`config.mk`:
```
export PLATFORM = sky130hd
export DESIGN_NAME = mult_seq_param
export DESIGN_NICKNAME = d
export VERILOG_FILES = /design/src/rtl/mult_seq_param.sv
export SDC_FILE = /design/constraint.sdc
export NUM_CORES = 2
export LEC_CHECK = 0
export ABC_CLOCK_PERIOD_IN_PS = 8930
export BUFFER_PORTS_ARGS = -buffer_cell sky130_fd_sc_hd__buf_2
export CORE_ASPECT_RATIO = 1.2
export CORE_MARGIN = 2
export CORE_UTILIZATION = 40
export CTS_BUF_LIST = sky130_fd_sc_hd__clkbuf_4
export DETAILED_ROUTE_END_ITERATION = 6
export PLACE_DENSITY_LB_ADDON = 0.05
export SETUP_SLACK_MARGIN = 0.15
export SLEW_MARGIN = 20
export SYNTH_ARGS = -nofsm -noshare
export SYNTH_HDL_FRONTEND = slang
export SYNTH_SLANG_ARGS = --single-unit
```
`constraint.sdc`:
```
create_clock -name clk -period 8.93 [get_ports clk]
set_input_delay 0.4465 -clock clk [delete_from_list [all_inputs] [get_ports clk]]
set_output_delay 0.4465 -clock clk [all_outputs]
set_load 0.005 [all_outputs]
```
`src/rtl/mult_seq_param.sv`:
```
// mult_seq_param: digit-serial shift-add multiplier, WIDTH x WIDTH -> 2*WIDTH.
// Retires DIGIT multiplier bits per cycle; fixed latency of WIDTH/DIGIT edges
// from operand join to product valid, then holds the product until accepted.
// Optional feature macro: MULT_SEQ_SIGNED_EN (two's-complement operands).
// Without it the core is purely unsigned and carries no sign logic.
`timescale 1ns/1ps

module mult_seq_param #(
    parameter int unsigned WIDTH = 64,
    parameter int unsigned DIGIT = 4
) (
    input  logic                 clk,
    input  logic                 rst,
    input  logic [WIDTH-1:0]     input_a_tdata,
    input  logic                 input_a_tvalid,
    output logic                 input_a_tready,
    input  logic [WIDTH-1:0]     input_b_tdata,
    input  logic                 input_b_tvalid,
    output logic                 input_b_tready,
    output logic [2*WIDTH-1:0]   output_tdata,
    output logic                 output_tvalid,
    input  logic                 output_tready
);

    localparam int unsigned N     = WIDTH / DIGIT;
    localparam int unsigned CNT_W = (N > 1) ? $clog2(N) : 1;
    localparam int unsigned PW    = WIDTH + DIGIT;
    localparam int unsigned AW    = 2 * WIDTH;
    localparam int unsigned SH_W  = $clog2(AW);

    typedef enum logic [1:0] {
        IDLE = 2'd0,
        BUSY = 2'd1,
        DONE = 2'd2
    } state_t;

    state_t             state_q, state_d;
    logic [WIDTH-1:0]   a_q, a_d;
    logic [WIDTH-1:0]   b_q, b_d;
    logic [AW-1:0]      acc_q, acc_d;
    logic [CNT_W-1:0]   cnt_q, cnt_d;
    logic               ready_q, ready_d;
    logic               valid_q, valid_d;
    logic [AW-1:0]      data_q, data_d;
`ifdef MULT_SEQ_SIGNED_EN
    logic               sign_q, sign_d;
`endif

    logic               accept_c;
    logic [PW-1:0]      pp_c;
    logic [SH_W-1:0]    shamt_c;
    logic [AW-1:0]      sum_c;
    logic [AW-1:0]      res_c;
    logic [WIDTH-1:0]   op_a_c;
    logic [WIDTH-1:0]   op_b_c;

    assign input_a_tready = ready_q;
    assign input_b_tready = ready_q;
    assign output_tvalid  = valid_q;
    assign output_tdata   = data_q;

    // Datapath: join detect, operand conditioning, one partial-product step.
    always_comb begin
        accept_c = (state_q == IDLE) && ready_q && input_a_tvalid && input_b_tvalid;
`ifdef MULT_SEQ_SIGNED_EN
        // Magnitudes fit in WIDTH bits unsigned, including the most-negative value.
        op_a_c = input_a_tdata[WIDTH-1] ? (~input_a_tdata + WIDTH'(1)) : input_a_tdata;
        op_b_c = input_b_tdata[WIDTH-1] ? (~input_b_tdata + WIDTH'(1)) : input_b_tdata;
`else
        op_a_c = input_a_tdata;
        op_b_c = input_b_tdata;
`endif
        pp_c    = PW'(a_q) * PW'(b_q[DIGIT-1:0]);
        // Iteration index i = N-1-counter; digit i has weight 2^(DIGIT*i).
        shamt_c = SH_W'(CNT_W'(N - 1) - cnt_q) * SH_W'(DIGIT);
        sum_c   = acc_q + (AW'(pp_c) << shamt_c);
`ifdef MULT_SEQ_SIGNED_EN
        res_c   = sign_q ? (~sum_c + AW'(1)) : sum_c;
`else
        res_c   = sum_c;
`endif
    end

    // Next-state and register-input logic for the IDLE/BUSY/DONE sequencer.
    always_comb begin
        state_d = state_q;
        a_d     = a_q;
        b_d     = b_q;
        acc_d   = acc_q;
        cnt_d   = cnt_q;
        valid_d = valid_q;
        data_d  = data_q;
`ifdef MULT_SEQ_SIGNED_EN
        sign_d  = sign_q;
`endif

        case (state_q)
            IDLE: begin
                if (accept_c) begin
                    a_d     = op_a_c;
                    b_d     = op_b_c;
                    acc_d   = '0;
                    cnt_d   = CNT_W'(N - 1);
                    state_d = BUSY;
`ifdef MULT_SEQ_SIGNED_EN
                    sign_d  = input_a_tdata[WIDTH-1] ^ input_b_tdata[WIDTH-1];
`endif
                end
            end
            BUSY: begin
                acc_d = sum_c;
                b_d   = b_q >> DIGIT;
                cnt_d = cnt_q - CNT_W'(1);
                if (cnt_q == '0) begin
                    cnt_d   = '0;
                    valid_d = 1'b1;
                    data_d  = res_c;
                    state_d = DONE;
                end
            end
            DONE: begin
                if (valid_q && output_tready) begin
                    valid_d = 1'b0;
                    state_d = IDLE;
                end
            end
            default: begin
                valid_d = 1'b0;
                state_d = IDLE;
            end
        endcase

        // Ready is asserted for every cycle spent in IDLE, including the bubble.
        ready_d = (state_d == IDLE);
    end

    // State and datapath registers; reset aborts any in-flight product.
    always_ff @(posedge clk or negedge rst) begin
        if (!rst) begin
            state_q <= IDLE;
            a_q     <= '0;
            b_q     <= '0;
            acc_q   <= '0;
            cnt_q   <= '0;
            ready_q <= 1'b0;
            valid_q <= 1'b0;
            data_q  <= '0;
`ifdef MULT_SEQ_SIGNED_EN
            sign_q  <= 1'b0;
`endif
        end else begin
            state_q <= state_d;
            a_q     <= a_d;
            b_q     <= b_d;
            acc_q   <= acc_d;
            cnt_q   <= cnt_d;
            ready_q <= ready_d;
            valid_q <= valid_d;
            data_q  <= data_d;
`ifdef MULT_SEQ_SIGNED_EN
            sign_q  <= sign_d;
`endif
        end
    end

endmodule

```
==> run metrics <==
status finished, violations left; failing checks DRC; post-synth cell types 106; Die ar. just over 90,000 um^2; H-tree lvl count 3; top-count cell post-synth nand2_1; critical path class reg -> reg; hpwl dp around 110 mm; Syn Area/Cell just under 8 um^2; Required @ worst endpoint 9.67 ns; CTS Buffer Depth 3; cell taking the most area after synthesis dfrtp_1; Worst Hold Class in -> async; Post-synth EDFFs 0; clk root buf clkbuf_4; clk_lat worst skew 0.96 ns; grt ovf 0; initial antenna violation count 6; unrepaired setup endpoints after global routing true; Final Slew Violations 0; Syn Inst Count 4,522; top post-synthesis cells by count nand2_1 (665), dfrtp_1 (392), nor2_1 (379); Core Area around 90,000 um^2; CP bufs+invs 11; first-pass detailed-route iteration total 7; post-synth top area share roughly 28%; Die Ht 331 um; Num CTS Buffers about 110; ys flop type dfrtp_1; crit-path max FO 37; Most common cell on crit path buf_4; CP top delay family compound AO/OA/AOI/OAI gates; Yosys warning total 0; reg2reg end output_tdata[103]; Layout area overhead 23.2%; Rows 120; via count 35,300; CP max stage delay between 0.5 and 0.6 ns; share of cells above drive strength 1 21.6%; DRT antenna net count 0; DRC 21; Slowest cell on crit path fa_1; Worst Reg-to-Reg Cells 36; post-synthesis sequential area ratio between 20% and 30%; Rel. slew slack 28.9%; MaxCap Viol Count 0; vias in the first global route 35,500; Critical Path End Type flip-flop; drt total wl 136 mm; CTS tree done; crit path time final roughly 8.5 ns; Final Cycle Share 95.2%; synthesis-stage register bit count 392; R2R setup slack 0.43 ns; synth top area cells dfrtp_1 (28%), fa_1 (7.0%), nand2_1 (7.0%), ha_1 (7.0%), o21ai_0 (5.2%); # IOs 264; worst reg2reg path startpoint b_q[3]; clock skew 0.0832 ns; drt wl/cell 21.1 um; first-pass GRT wire length 211 mm; nets 5,645; RePlAce Congestion 1.01; synthesized area approximately 36,000 um^2; Hold Fails Final Rpt 0; WP data arrival between 9 and 10 ns; Port Buf Inserts 263; async set-reset flop share out of synthesis 100%; DR iter-0 viols 2,804; largest net degree at the start of global routing 198; Fillers about 9,000; vias per cell ~5.5; # setup viols final 0; total negative slack 0 ns; GRT Total Usage between 20 and 30%; Starting Density approximately two fifths; Tightest Pin Transition 1.05 ns; Peak Freq ~120 MHz; startpoint types flip-flop; clk sinks between 300 and 400; Die W 277 um; clock-pin slew on the worst setup and hold paths 0.07 ns; Net Count, Synth 4,979
-- tightest hold or removal path: cells and delay by family --
| family | cells | cell delay (ns) |
|---|---|---|
| buffers and inverters | 3 | 1.01 |
-- metrics by stage --
step / util, % / hold WS [ns] / instance area [um^2] / worst slack [ns] / instances
floorplan: - / 0.151 / 35700 / 1.60 / 4522
global placement: 45.8 / 0.399 / 40600 / 0.0624 / 6087
detailed placement: 45.8 / 0.404 / 40600 / 0.0109 / 6087
CTS: 48.8 / 0.0363 / 43300 / 0.153 / 6407
global route: 49.5 / 0.0810 / 44000 / 0.0932 / 6431
finish: 49.5 / 0.126 / 44000 / 0.427 / 6432
-- sequential cells by signal, summed over array words and instances, names as in the netlist --
signal / count
state_q: 2
cnt_q: 4
a_q: 64
output_tvalid: 1
acc_q: 128
output_tdata: 128
input_a_tready: 1
b_q: 64
-- worst max path at each step --
stage	slack (ns)	cells past startpoint	start	end
after floorplan	1.60	34	b_q[3]	output_tdata[121]
after global placement	0.06	34	b_q[1]	output_tdata[126]
after detailed placement	0.01	34	b_q[1]	output_tdata[126]
after CTS	0.15	35	b_q[3]	acc_q[126]
final	0.43	36	b_q[3]	output_tdata[103]
after global routing	0.09	35	b_q[3]	acc_q[126]
-- area by class of cell --
type / instances / area [um^2] / share of cell area [%]
multi-input combinational: 3548 / 24100 / 54.9
sequential: 392 / 9820 / 22.3
antenna: 5 / 12.5 / 0.0285
clock inverter: 36 / 169 / 0.384
timing repair buffer: 842 / 6100 / 13.9
tap: 1159 / 1450 / 3.30
inverter: 297 / 1110 / 2.54
clock buffer: 153 / 1150 / 2.61
-- layer usage --
layer / routed length, um / track usage, % / up-vias
met5: 36 / 0 / -
met4: 5410 / 11.1 / 6
met3: 6910 / 4.33 / 274
met2: 63300 / 49.4 / 1018
met1: 60000 / 38.6 / 16900
li1: - / - / 17100
-- kinds of logic (layout without fill, tap and decap cells) --
logic type / after synthesis / count (layout) / share of synthesized area (%)
mux: 135 / 135 / 4.29
other cells: 0 / 5 / 0
flops: 392 / 392 / 27.5
buf+inv: 582 / 1328 / 6.30
simple gates: 1633 / 1633 / 20.8
fa+ha+maj: 324 / 324 / 14.0
compound gates: 1272 / 1272 / 22.6
xor+xnor: 184 / 184 / 4.52
-- timing repair --
| item | in CTS | in global routing |
|---|---|---|
| endpoints found under the setup margin | 26 | 84 |
| pin swaps | 0 | 14 |
| setup buffers | 0 | 20 |
| hold buffers | 131 | 0 |
| resized for setup | 4 | 115 |
| endpoints found under the hold margin | 208 | 0 |
-- layout by cell type (no fill, tap or decap), types with 31 or more instances in the layout --
cell,n
a21o_1,96
a21oi_1,305
a22o_1,31
and2_1,215
buf_2,262
buf_4,441
clkbuf_4,153
dfrtp_1,385
dlygate4sd3_1,130
fa_1,125
ha_1,185
inv_1,293
mux2_2,60
mux2i_1,59
nand2_1,662
nand3_1,141
nand4_1,88
nor2_1,375
nor3_1,50
o21ai_0,359
o21ai_1,31
o21bai_1,45
o22ai_1,85
xnor2_1,108
xor2_1,66
Power is not shown: default switching activity piles up to over one toggle a cycle in this logic, so the estimate is an artifact.
